## src/rtl/mos6502_pkg.sv

```systemverilog
`default_nettype none
// ============================================================
// mos6502_pkg: shared register-select codes, sequence kinds,
// stack/vector constants and the interrupt sequencer state set.
// Rev 1.0
// ============================================================
package mos6502_pkg;

    localparam logic [2:0] C_RF_A   = 3'd0;
    localparam logic [2:0] C_RF_X   = 3'd1;
    localparam logic [2:0] C_RF_Y   = 3'd2;
    localparam logic [2:0] C_RF_SP  = 3'd3;
    localparam logic [2:0] C_RF_PCL = 3'd4;
    localparam logic [2:0] C_RF_PCH = 3'd5;
    localparam logic [2:0] C_RF_PSR = 3'd6;

    localparam logic [7:0]  C_STACK_PAGE = 8'h01;
    localparam logic [15:0] C_VEC_NMI    = 16'hFFFA;
    localparam logic [15:0] C_VEC_RESET  = 16'hFFFC;
    localparam logic [15:0] C_VEC_IRQ    = 16'hFFFE;

    typedef enum logic [1:0] {
        KIND_IRQ   = 2'd0,
        KIND_NMI   = 2'd1,
        KIND_BRK   = 2'd2,
        KIND_RESET = 2'd3
    } seq_kind_t;

    typedef enum logic [3:0] {
        ST_IDLE   = 4'd0,
        ST_WAIT   = 4'd1,
        ST_R_SP1  = 4'd2,
        ST_R_SP2  = 4'd3,
        ST_R_SP3  = 4'd4,
        ST_PUSH_H = 4'd5,
        ST_PUSH_L = 4'd6,
        ST_PUSH_P = 4'd7,
        ST_SET_I  = 4'd8,
        ST_RD_LO  = 4'd9,
        ST_WR_LO  = 4'd10,
        ST_RD_HI  = 4'd11,
        ST_WR_HI  = 4'd12
    } seq_state_t;

endpackage
`default_nettype wire

```

## src/rtl/nmi_edge_latch.sv

```systemverilog
`default_nettype none
// ============================================================
// nmi_edge_latch: NMI rising-edge detector with pending flag.
// Rev 1.0
// ============================================================
module nmi_edge_latch (
    input  logic clk,
    input  logic reset,
    input  logic nmi,
    input  logic clr,
    output logic pending
);

    logic r_nmi_prev;
    logic r_pending;
    logic w_edge;

    assign w_edge  = nmi & ~r_nmi_prev;
    // An edge in the current cycle counts as pending so it can win the same boundary.
    assign pending = r_pending | w_edge;

    // Previous level resets high so a line already high at reset release is not an edge.
    always_ff @(posedge clk or posedge reset) begin
        if (reset) begin
            r_nmi_prev <= 1'b1;
            r_pending  <= 1'b0;
        end else begin
            r_nmi_prev <= nmi;
            r_pending  <= (r_pending | w_edge) & ~clr;
        end
    end

endmodule
`default_nettype wire

```

## src/rtl/interrupt_sequencer.sv

```systemverilog
`default_nettype none
// ============================================================
// interrupt_sequencer: drives the register file and memory bus
// through the 6502 RESET/NMI/IRQ/BRK entry sequence.
// Rev 1.0
// ============================================================
module interrupt_sequencer
    import mos6502_pkg::*;
#(
    parameter logic [7:0]  STACK_PAGE = C_STACK_PAGE,
    parameter logic [15:0] VEC_NMI    = C_VEC_NMI,
    parameter logic [15:0] VEC_RESET  = C_VEC_RESET,
    parameter logic [15:0] VEC_IRQ    = C_VEC_IRQ
) (
    input  logic        clk,
    input  logic        reset,
    input  logic        instr_boundary,
    input  logic        irq,
    input  logic        nmi,
    input  logic        brk_req,
    input  logic [15:0] pc,
    input  logic [7:0]  psr,
    input  logic [7:0]  sp,
    input  logic [7:0]  mem_rdata,
    output logic        rf_load,
    output logic [2:0]  rf_sel,
    output logic [7:0]  rf_data,
    output logic [15:0] mem_addr,
    output logic [7:0]  mem_wdata,
    output logic        mem_we,
    output logic        mem_re,
    output logic        seq_busy,
    output logic        seq_done,
    output logic [1:0]  seq_kind
);

    seq_state_t  r_state;
    seq_kind_t   r_kind;
    logic [15:0] r_pc_q;
    logic        r_done;

    logic        w_nmi_pending;
    logic        w_at_boundary;
    logic        w_take_nmi;
    logic        w_take_brk;
    logic        w_take_irq;
    logic [15:0] w_vec;
    logic [7:0]  w_push_psr;

    assign w_at_boundary = (r_state == ST_IDLE) && instr_boundary;
    assign w_take_nmi    = w_at_boundary && w_nmi_pending;
    assign w_take_brk    = w_at_boundary && !w_nmi_pending && brk_req;
    assign w_take_irq    = w_at_boundary && !w_nmi_pending && !brk_req && irq && !psr[2];

    nmi_edge_latch u_nmi_edge_latch (
        .clk     (clk),
        .reset   (reset),
        .nmi     (nmi),
        .clr     (w_take_nmi),
        .pending (w_nmi_pending)
    );

    always_ff @(posedge clk or posedge reset) begin
        if (reset) begin
            r_state <= ST_WAIT;
            r_kind  <= KIND_RESET;
            r_pc_q  <= 16'h0000;
            r_done  <= 1'b0;
        end else begin
            r_done <= 1'b0;
            case (r_state)
                ST_IDLE: begin
                    if (w_take_nmi || w_take_brk || w_take_irq) begin
                        r_pc_q  <= pc;
                        r_state <= ST_PUSH_H;
                        r_kind  <= w_take_nmi ? KIND_NMI :
                                   w_take_brk ? KIND_BRK : KIND_IRQ;
                    end
                end
                ST_WAIT:   r_state <= ST_R_SP1;
                ST_R_SP1:  r_state <= ST_R_SP2;
                ST_R_SP2:  r_state <= ST_R_SP3;
                ST_R_SP3:  r_state <= ST_SET_I;
                ST_PUSH_H: r_state <= ST_PUSH_L;
                ST_PUSH_L: r_state <= ST_PUSH_P;
                ST_PUSH_P: r_state <= ST_SET_I;
                ST_SET_I:  r_state <= ST_RD_LO;
                ST_RD_LO:  r_state <= ST_WR_LO;
                ST_WR_LO:  r_state <= ST_RD_HI;
                ST_RD_HI:  r_state <= ST_WR_HI;
                ST_WR_HI: begin
                    r_state <= ST_IDLE;
                    r_done  <= 1'b1;
                end
                default:   r_state <= ST_IDLE;
            endcase
        end
    end

    always_comb begin
        case (r_kind)
            KIND_NMI:   w_vec = VEC_NMI;
            KIND_RESET: w_vec = VEC_RESET;
            default:    w_vec = VEC_IRQ;
        endcase
    end

    // Pushed status always has bit 5 set; bit 4 distinguishes BRK from hardware interrupts.
    assign w_push_psr = {psr[7:6], 1'b1, (r_kind == KIND_BRK), psr[3:0]};

    always_comb begin
        rf_load   = 1'b0;
        rf_sel    = C_RF_A;
        rf_data   = 8'h00;
        mem_addr  = 16'h0000;
        mem_wdata = 8'h00;
        mem_we    = 1'b0;
        mem_re    = 1'b0;
        case (r_state)
            ST_R_SP1, ST_R_SP2, ST_R_SP3,
            ST_PUSH_H, ST_PUSH_L, ST_PUSH_P: begin
                rf_load = 1'b1;
                rf_sel  = C_RF_SP;
                rf_data = sp - 8'd1;
                if (r_state == ST_PUSH_H || r_state == ST_PUSH_L || r_state == ST_PUSH_P) begin
                    mem_addr  = {STACK_PAGE, sp};
                    mem_we    = 1'b1;
                    mem_wdata = (r_state == ST_PUSH_H) ? r_pc_q[15:8] :
                                (r_state == ST_PUSH_L) ? r_pc_q[7:0]  : w_push_psr;
                end
            end
            ST_SET_I: begin
                rf_load = 1'b1;
                rf_sel  = C_RF_PSR;
                rf_data = psr | 8'h04;
            end
            ST_RD_LO: begin
                mem_addr = w_vec;
                mem_re   = 1'b1;
            end
            ST_WR_LO: begin
                rf_load = 1'b1;
                rf_sel  = C_RF_PCL;
                rf_data = mem_rdata;
            end
            ST_RD_HI: begin
                mem_addr = w_vec + 16'd1;
                mem_re   = 1'b1;
            end
            ST_WR_HI: begin
                rf_load = 1'b1;
                rf_sel  = C_RF_PCH;
                rf_data = mem_rdata;
            end
            default: ;
        endcase
    end

    assign seq_busy = (r_state != ST_IDLE);
    assign seq_done = r_done;
    assign seq_kind = r_kind;

endmodule
`default_nettype wire

```

## config.mk

```make
export PLATFORM = sky130hd
export DESIGN_NAME = interrupt_sequencer
export DESIGN_NICKNAME = d
export VERILOG_FILES = /design/src/rtl/mos6502_pkg.sv /design/src/rtl/nmi_edge_latch.sv /design/src/rtl/interrupt_sequencer.sv
export SDC_FILE = /design/constraint.sdc
export NUM_CORES = 1
export LEC_CHECK = 0
export BUFFER_PORTS_ARGS = -buffer_cell sky130_fd_sc_hd__buf_4
export CORE_AREA = 2 2 70 72
export DETAILED_ROUTE_END_ITERATION = 8
export DIE_AREA = 0 0 72 74
export GPL_ROUTABILITY_DRIVEN = 0
export PLACE_DENSITY_LB_ADDON = 0.1
export REMOVE_ABC_BUFFERS = 1
export SKIP_LAST_GASP = 1
export SLEW_MARGIN = 20
export SYNTH_ARGS = -nofsm -noshare
export SYNTH_HDL_FRONTEND = slang
export SYNTH_SLANG_ARGS = --single-unit
```

## constraint.sdc

```tcl
create_clock -name clk -period 1.5 [get_ports clk]
set_input_delay 0.15 -clock clk [delete_from_list [all_inputs] [get_ports clk]]
set_output_delay 0.15 -clock clk [all_outputs]
set_load 0.005 [all_outputs]
```

==> run summary, run 1 <==
Setup violations remaining at the end of the flow were counted as 55. The clock passes through at most 2 buffers. The clock-pin slew of the registers on the worst-case setup and hold paths came out at 0.09 ns.

Setup total negative slack on the finished layout was measured at -10.38 ns. The run gives 1,760 as the via count of the first global-routing pass. The run gives 0 as the number of max-slew violations in the final report.

The logs give 0.344 for the fraction of the yosys area taken by sequential cells and 4600 sq um for the total core area. The tree built by TritonCTS fans out to 25 sinks. After synthesis, the cell types taking the most area are sky130_fd_sc_hd__dfrtp_1, sky130_fd_sc_hd__mux2_4, sky130_fd_sc_hd__dfstp_2.

The logs give 3200 sq um for the design area and 0 for the total inserted antenna cells. The flow ran to the end, but the final reports show violations. For this block, the initial DRC count from the detailed router was 85. Dividing the detail-routed via count by the number of cells gives 5.03. The largest net degree at the start of global routing was 26.

The final worst-path cycle share was 1.23. The worst setup path is captured at an output pin. Counting the buffers created by CTS gives 3. The run gives 3.80 mW as the internal power component. The routed layout has 1,855 vias. TritonCTS built the clock tree. In this run the power density over the cells is 1870 nW/um^2. The tools report the proportion of power drawn by the clock network as 0.073.

During synthesis, Yosys emitted a total of 0 warnings. The remaining antenna violation count after routing came out at 0. Input and output buffers added on the ports amount to 87.

Summing every instance area after synthesis gives 1830 sq um. In this run the count of I/O pins placed on the die edge is 88. The most common library cell in the layout ignoring fill and taps was sky130_fd_sc_hd__buf_4. The filler cells instantiated in the layout total 366. In this run the cell area measured after placement is 2700 sq um. The switching power share of the total was 0.365.

At the pin with the least slew margin, the transition time is 0.343 ns. The proportion of power drawn by flip-flops and latches was 0.221. STA classifies the critical path startpoint as a flip-flop. Detail-routed net length per standard cell: 15.4 microns.

Summed over all layers, the global routing overflow is 0. The category of the most critical setup path was flip-flop to output pin. The number of distinct library cells after synthesis was 49; the critical path data arrival time was 1.69 ns. Tightest slew margin relative to the limit: 0.769. The routed design has 5.67 mm of wire. Net switching power figure: 2.18 mW. STA puts the critical path data required time at 1.35 ns. A synthesized cell averages 9.84 sq um. Die span in y: 74 microns. After the last flow step, the layout net total stands at 363. The dominant cell type by area after synthesis was sky130_fd_sc_hd__dfrtp_1. Number of levels in the clock H-tree: 1. The tools report the clock tree skew after final layout as 0.00476 ns.

The number of antenna violations at the first check in global routing came out at 0. The checks that failed: negative setup slack. The layout-stage area growth over the synthesis result was 74.6%. Fraction of final layout cells with drive strength greater than 1: 0.644. Type of the most critical hold path: input port to flip-flop. From left edge to right edge, the die measures 72 microns. The tools report the first-pass GRT wire length as 8.25 mm. The logs give 0.398 for the starting density of the core and 0.195 for the total routing resource utilization after global routing.

The achievable clock frequency is 542 MHz, and the worst path setup slack after routing is -0.344 ns. The final hold violation count is 0. After detailed routing, the number of remaining DRC violations is 0.

In this run, placement finished with an instance count of 343. Across the VDD grid, the largest voltage drop is 1090 uV. For this run, the detailed router's first-pass iteration total came to 4. The tools report the clock insertion delay at the later pin of the skew report as 0.28 ns. The combinational group share of total power was 0.706; the maximum net fanout on the critical path was 5.

The synthesis-stage register bit count is 25. After floorplanning, the core was divided into 25 placement rows. The tools report the post-DP HPWL as 3.96 mm. The smallest clock period supported by the final layout is computed as 1.84 ns. CTS placed an instance of sky130_fd_sc_hd__clkbuf_8 at the clock tree root. The top cell types in the final layout, fill and taps aside, are sky130_fd_sc_hd__buf_4, sky130_fd_sc_hd__dfrtp_1, sky130_fd_sc_hd__mux2_4, sky130_fd_sc_hd__a21oi_1, sky130_fd_sc_hd__buf_6. The tools report the final total power as 5.98 mW. The top-area cell type share of the netlist area came out at 0.287.

Across the run, the number of max-cap violations was 0. In this run the static leakage power is 1.53 nW. For this run, the number of standard cells in the final layout without fillers is 369. Synthesis produced 186 cells. Setup repair after global routing could not meet its margin everywhere. The floorplan step defined a die boundary enclosing 5330 sq um. Across all hold checks on the routed design, the worst slack comes to 0.0706 ns.
[through the flow]
stage / util / worst slack [ns]
floorplan: - / -0.437
global placement: 0.587 / -0.0766
detailed placement: 0.587 / -0.106
CTS: 0.647 / -0.309
global route: 0.695 / -0.410
finish: 0.695 / -0.344
[flip-flops by register name, summed over array words and instances (netlist names)]
| signal | flops |
|---|---|
| r_pc_q | 16 |
| r_state | 4 |
| seq_done | 1 |
| seq_kind | 2 |
| u_nmi_edge_latch.r_nmi_prev | 1 |
| u_nmi_edge_latch.r_pending | 1 |
[final cells by class]
cell class | instances | area (sq um) | share of cell area
repair buffers | 142 | 1230 | 0.386
clock buffers | 3 | 41.3 | 0.0129
inverters | 8 | 32.5 | 0.0102
well taps | 54 | 67.6 | 0.0211
multi-input cells | 136 | 1180 | 0.369
flip-flops and latches | 25 | 634 | 0.199
clock inverters | 1 | 8.76 | 0.00274
[cell usage after synthesis, drive strengths merged]
cell / instances
a21o: 8
a21oi: 19
a22o: 2
a22oi: 3
a31oi: 1
and2: 2
and4bb: 1
buf: 16
clkbuf: 1
dfrtp: 21
dfstp: 4
ha: 1
inv: 8
mux2: 16
mux2i: 9
nand2: 10
nand2b: 3
nand3: 4
nand3b: 1
nor2: 13
nor2b: 2
nor3: 2
nor3b: 1
nor4: 2
nor4b: 1
o211ai: 1
o21ai: 18
o22a: 1
o22ai: 4
o2bb2ai: 1
o31ai: 1
or2: 1
or4: 1
xnor2: 4
xor2: 3
[cells by family (layout without fill, tap and decap cells)]
| logic type | Yosys count | after routing | share of synthesized area |
|---|---|---|---|
| compound gates | 59 | 59 | 0.201 |
| xor+xnor | 7 | 7 | 0.0335 |
| fa+ha+maj | 1 | 1 | 0.00683 |
| buf+inv | 25 | 154 | 0.0916 |
| flops | 25 | 25 | 0.344 |
| mux | 25 | 25 | 0.166 |
| simple gates | 44 | 44 | 0.157 |
[final timing paths]
check                                from  cells after the start                         end  slack [ns]
hold / removal             instr_boundary                      2  u_nmi_edge_latch.r_pending        0.07
min in group asynchronous           reset                      4                  r_pc_q[12]        0.47
setup / recovery               r_state[0]                      5                mem_wdata[1]       -0.34
setup reg to reg               r_state[3]                      6                   r_pc_q[1]       -0.15
max in group asynchronous           reset                      4                 seq_kind[1]        0.73
hold reg to reg                 r_pc_q[5]                      1                   r_pc_q[5]        0.52
[layer usage]
metal | GRT usage | vias to the layer above | share of wire
li1 | - | 918 | -
met1 | 0.246 | 880 | 0.42
met2 | 0.360 | 53 | 0.53
met3 | 0.0325 | 4 | 0.048
met4 | 0.0252 | 0 | 0.0030
met5 | 0 | - | 0
[power by group through the flow]
stage / combinational, mW / clock, mW / sequential, mW
6_report: 4.22 / 0.435 / 1.32
5_1_grt: 4.53 / 0.473 / 1.36
3_5_place_dp: 3.17 / 0 / 1.30
2_1_floorplan: 1.47 / 0 / 1.32
3_3_place_gp: 3.14 / 0 / 1.29
4_1_cts: 3.73 / 0.443 / 1.28
[worst max-delay path: stages (launching register included)]
cell	delay (ns)
sky130_fd_sc_hd__dfstp_2	0.58
sky130_fd_sc_hd__and4bb_4	0.27
sky130_fd_sc_hd__buf_12	0.14
sky130_fd_sc_hd__mux2i_1	0.12
sky130_fd_sc_hd__a21oi_1	0.18
sky130_fd_sc_hd__buf_4	0.14
[timing repair]
action                                  4_1_cts  5_1_grt
resized for setup                            41       33
hold buffers                                  2        0
cloned                                        1        2
pin swaps                                    12       16
endpoints found under the setup margin       54       55
endpoints found under the hold margin        22        0
setup buffers                                11        9
Power figures use the tool's default switching activity.
==> run 2, diff against run 1 <==
--- a/config.mk
+++ b/config.mk
@@ -11,6 +11,7 @@
 export DIE_AREA = 0 0 72 74
 export GPL_ROUTABILITY_DRIVEN = 0
 export PLACE_DENSITY_LB_ADDON = 0.1
+export RECOVER_POWER = 25
 export REMOVE_ABC_BUFFERS = 1
 export SKIP_LAST_GASP = 1
 export SLEW_MARGIN = 20
==> run 2 against run 1 <==
Against the previous run:
- routed wire length hardly changed
- highest routed layer unchanged
- first-iteration DRC count up 7.1%
- clock-buffer cell count stayed put
- cell count stayed put
- power barely moved
- clock skew about the same
- global-route usage is the same
- cell area fell by 0.20%
- combinational power is essentially flat
- via count fell by 0.38%
- the flow still finishes with violations (negative setup slack)
==> run summary, run 2 (synthesized netlist as in run 1, its figures left out) <==
The run gives 0 (unchanged) as the sum of overflow across all layers after global routing. The number of search-and-repair iterations in the first detailed-routing pass is 4 (unchanged). The signal on the critical path passes through and4bb_4, buf_12, mux2i_1, a21oi_1, buf_4. The path class of the tightest hold or removal check is input port to flip-flop. The type of element capturing the critical path is an output pin. The total inserted antenna cells came out at 0 (unchanged). The tools report the number of setup violations in the final report as 55 (unchanged). For the count of maximum capacitance violations, the log shows 0 (unchanged). The critical path data arrival time was 1.69 ns (about the same). The tools report the met2 routing resource usage after global routing as 0.360 (unchanged). The tools report the number of levels in the clock H-tree as 1 (unchanged). The register with the most flip-flops in the final layout is r_pc_q. The run finished, with violations left. The final critical-path required period came out at 1.84 ns (-0.00137 ns). Number of antenna violations at the first check in global routing: 0 (unchanged).

The tools report the total via count after detailed routing as 1,848 (-0.38%). The internal power component was 3.80 mW (about the same); the count of buffers inserted at the top-level ports was 87 (unchanged). The switching power share of the total is 0.365 (about the same), and the global-route track usage on met3 is 0.0325 (unchanged).

Leaving out fill and tap cells, the most frequent cell in the layout is sky130_fd_sc_hd__buf_4. The maximum net fanout on the critical path was 5 (unchanged). The detail-routed net length per standard cell was 15.4 microns (about the same). The cell sitting at the root of the clock tree is a sky130_fd_sc_hd__clkbuf_8.

Clock tree skew after final layout: 0.00490 ns (+0.000143 ns). For the final hold violation count, the log shows 0 (unchanged). The run gives 1.53 nW (-0.29%) as the leakage component of the power.

The critical path is of the flip-flop to output pin type. The number of violations reported at the end of detailed-routing iteration 0 is 91 (+7.1%), and the final wirelength is 5.68 mm (about the same). The via count of the first global-routing pass is 1,760 (unchanged), and the combinational group share of total power is 0.706 (about the same).

From synthesis to final layout, the design area changed by 74.2%. Endpoint with the worst hold slack: u_nmi_edge_latch.r_pending. The top cell types in the final layout, fill and taps aside, are sky130_fd_sc_hd__buf_4, sky130_fd_sc_hd__dfrtp_1, sky130_fd_sc_hd__mux2_4, sky130_fd_sc_hd__a21oi_1, sky130_fd_sc_hd__buf_6.

Clock tree buffer depth: 2 (unchanged). The tools report the post-route core utilization as 0.694 (-0.00136). The die width came out at 72 microns (unchanged). Most congested layer reported by global routing: met2. Die span in y: 74 microns (unchanged).

The tools report the number of nets at the end of the flow as 363 (unchanged). The achievable clock frequency is 543 MHz (about the same). The logs give 0 (unchanged) for the total DRC errors in the routed layout and 0.246 (unchanged) for the met1 track utilization from global routing.

The setup slack of the most critical reg-to-reg path is -0.15 ns (about the same). The storage element area is 634 sq um (unchanged), and the tightest slew margin relative to the limit is 0.585 (-0.184). The final hold slack was 0.0708 ns (+0.000252 ns). The startpoint identified for the worst hold timing path is instr_boundary. The logs give 0 (unchanged) for the number of max-slew violations in the final report and 3.96 mm (unchanged) for the post-DP HPWL. Setup repair after global routing could not meet its margin everywhere. The tools report the proportion of power drawn by flip-flops and latches as 0.221 (about the same). Critical path's slowest cell: sky130_fd_sc_hd__dfstp_2. The maximum resistive drop on vdd is 1090 uV (about the same). The startpoint identified for the worst register-to-register timing path is r_state[3]. The run gives -0.343 ns (+0.00137 ns) as the worst path setup slack after routing.

The hold-critical path depth was 2 (unchanged); the first-pass GRT wire length was 8.25 mm (unchanged). The clock net sink count is 25 (unchanged), and the boundary pin count is 88 (unchanged). The fraction of final layout cells with drive strength greater than 1 is 0.641 (-0.00317). Maximum cell stage delay along the critical path: 0.58 ns (about the same). The largest net degree at the start of global routing is 26 (unchanged). For the count of filler cells inserted in the layout, the log shows 369 (+0.82%). The clock insertion delay at the later pin of the skew report was 0.28 ns (about the same); the transition time at the pin with the least slew margin was 0.622 ns (+0.279 ns). The run gives 0.398 (unchanged) as the starting density of the core. For the floorplan die area, the log shows 5330 sq um (unchanged).

TritonCTS built the clock tree. The areal power density over the cells works out to 1870 nW/um^2 (+0.14%). The kind of start point of the critical path is a flip-flop.

The tools report the number of placement rows as 25 (unchanged). The run gives 4600 sq um (unchanged) as the total core area. For the critical path required time, the log shows 1.35 ns (about the same). The final worst-path cycle share works out to 1.23 (about the same).

The number of cells on the worst reg-to-reg path was 6 (unchanged); the remaining antenna violation count after routing was 0 (unchanged). The logs give 3 (unchanged) for the clock buffer count from CTS and -0.106 ns (unchanged) for the worst setup slack after placement. Total routing resource utilization after global routing: 0.195 (unchanged). The final reports fail on negative setup slack. The clock-pin slew of the registers on the worst-case setup and hold paths was 0.09 ns (about the same). The post-detailed-route via-to-cell ratio came out at 5.01 (-0.38%). The net switching power figure was 2.18 mW (about the same). The area taken by multi-input logic gates is 1180 sq um (unchanged), and the proportion of power drawn by the clock network is 0.073 (about the same). End of the worst register-to-register path: r_pc_q[1]. The flip-flop count of the largest register, all copies and words added was 16 (unchanged).
[run 2: critical path, delay by kind of cell (launching register included)]
| kind | cells | cell delay (ns) |
|---|---|---|
| AO/OA/AOI/OAI | 1 | 0.18 |
| buffers and inverters | 2 | 0.28 |
| flip-flops | 1 | 0.58 |
| multiplexers | 1 | 0.11 |
| AND/OR/NAND/NOR | 1 | 0.27 |
[run 2: worst max path at each step]
| stage | endpoint | from | cells after the start | slack (ns) |
|---|---|---|---|---|
| 3_5_place_dp | rf_data[1] | r_state[3] | 6 | -0.11 |
| 6_report | mem_wdata[1] | r_state[0] | 5 | -0.34 |
| 3_3_place_gp | rf_data[0] | r_state[3] | 6 | -0.08 |
| 2_1_floorplan | r_pc_q[10] | r_state[2] | 4 | -0.44 |
| 5_1_grt | rf_data[3] | r_state[2] | 7 | -0.41 |
| 4_1_cts | mem_wdata[1] | r_state[3] | 5 | -0.31 |
[run 2: through the flow]
step	std cells	power, mW	setup TNS [ns]	instance area, sq um
6_report	369	5.98	-10.37	3190
5_1_grt	369	6.36	-14.00	3190
4_1_cts	360	5.45	-8.95	2980
3_5_place_dp	343	4.47	-2.24	2700
3_3_place_gp	343	4.43	-1.55	2700
2_1_floorplan	169	2.79	-8.32	1690
[run 2: per-layer routing]
metal | up-vias | part of all wire
met5 | - | 0
met4 | 0 | 0.0021
met3 | 2 | 0.049
met2 | 48 | 0.53
met1 | 882 | 0.42
li1 | 916 | -
[run 2: area by class of cell]
| cell class | count | area share |
|---|---|---|
| clock buffers | 3 | 0.0129 |
| clock inverters | 1 | 0.00275 |
| inverters | 8 | 0.0102 |
| multi-input cells | 136 | 0.370 |
| flip-flops and latches | 25 | 0.199 |
| well taps | 54 | 0.0212 |
| repair buffers | 142 | 0.384 |
[run 2: what timing repair did]
item                                   CTS  global route
setup endpoints to repair               54            55
cloned                                   1             2
pin swaps                               12            16
resized for setup                       41            33
hold buffers                             2             0
endpoints found under the hold margin   22             0
buffers inserted                        11             9
[run 2: power groups by stage]
stage / Combinational, mW / Sequential [mW] / Clock [mW]
floorplan: 1.47 / 1.32 / 0
global placement: 3.14 / 1.29 / 0
detailed placement: 3.17 / 1.30 / 0
CTS: 3.73 / 1.28 / 0.443
global route: 4.52 / 1.36 / 0.473
finish: 4.22 / 1.32 / 0.435
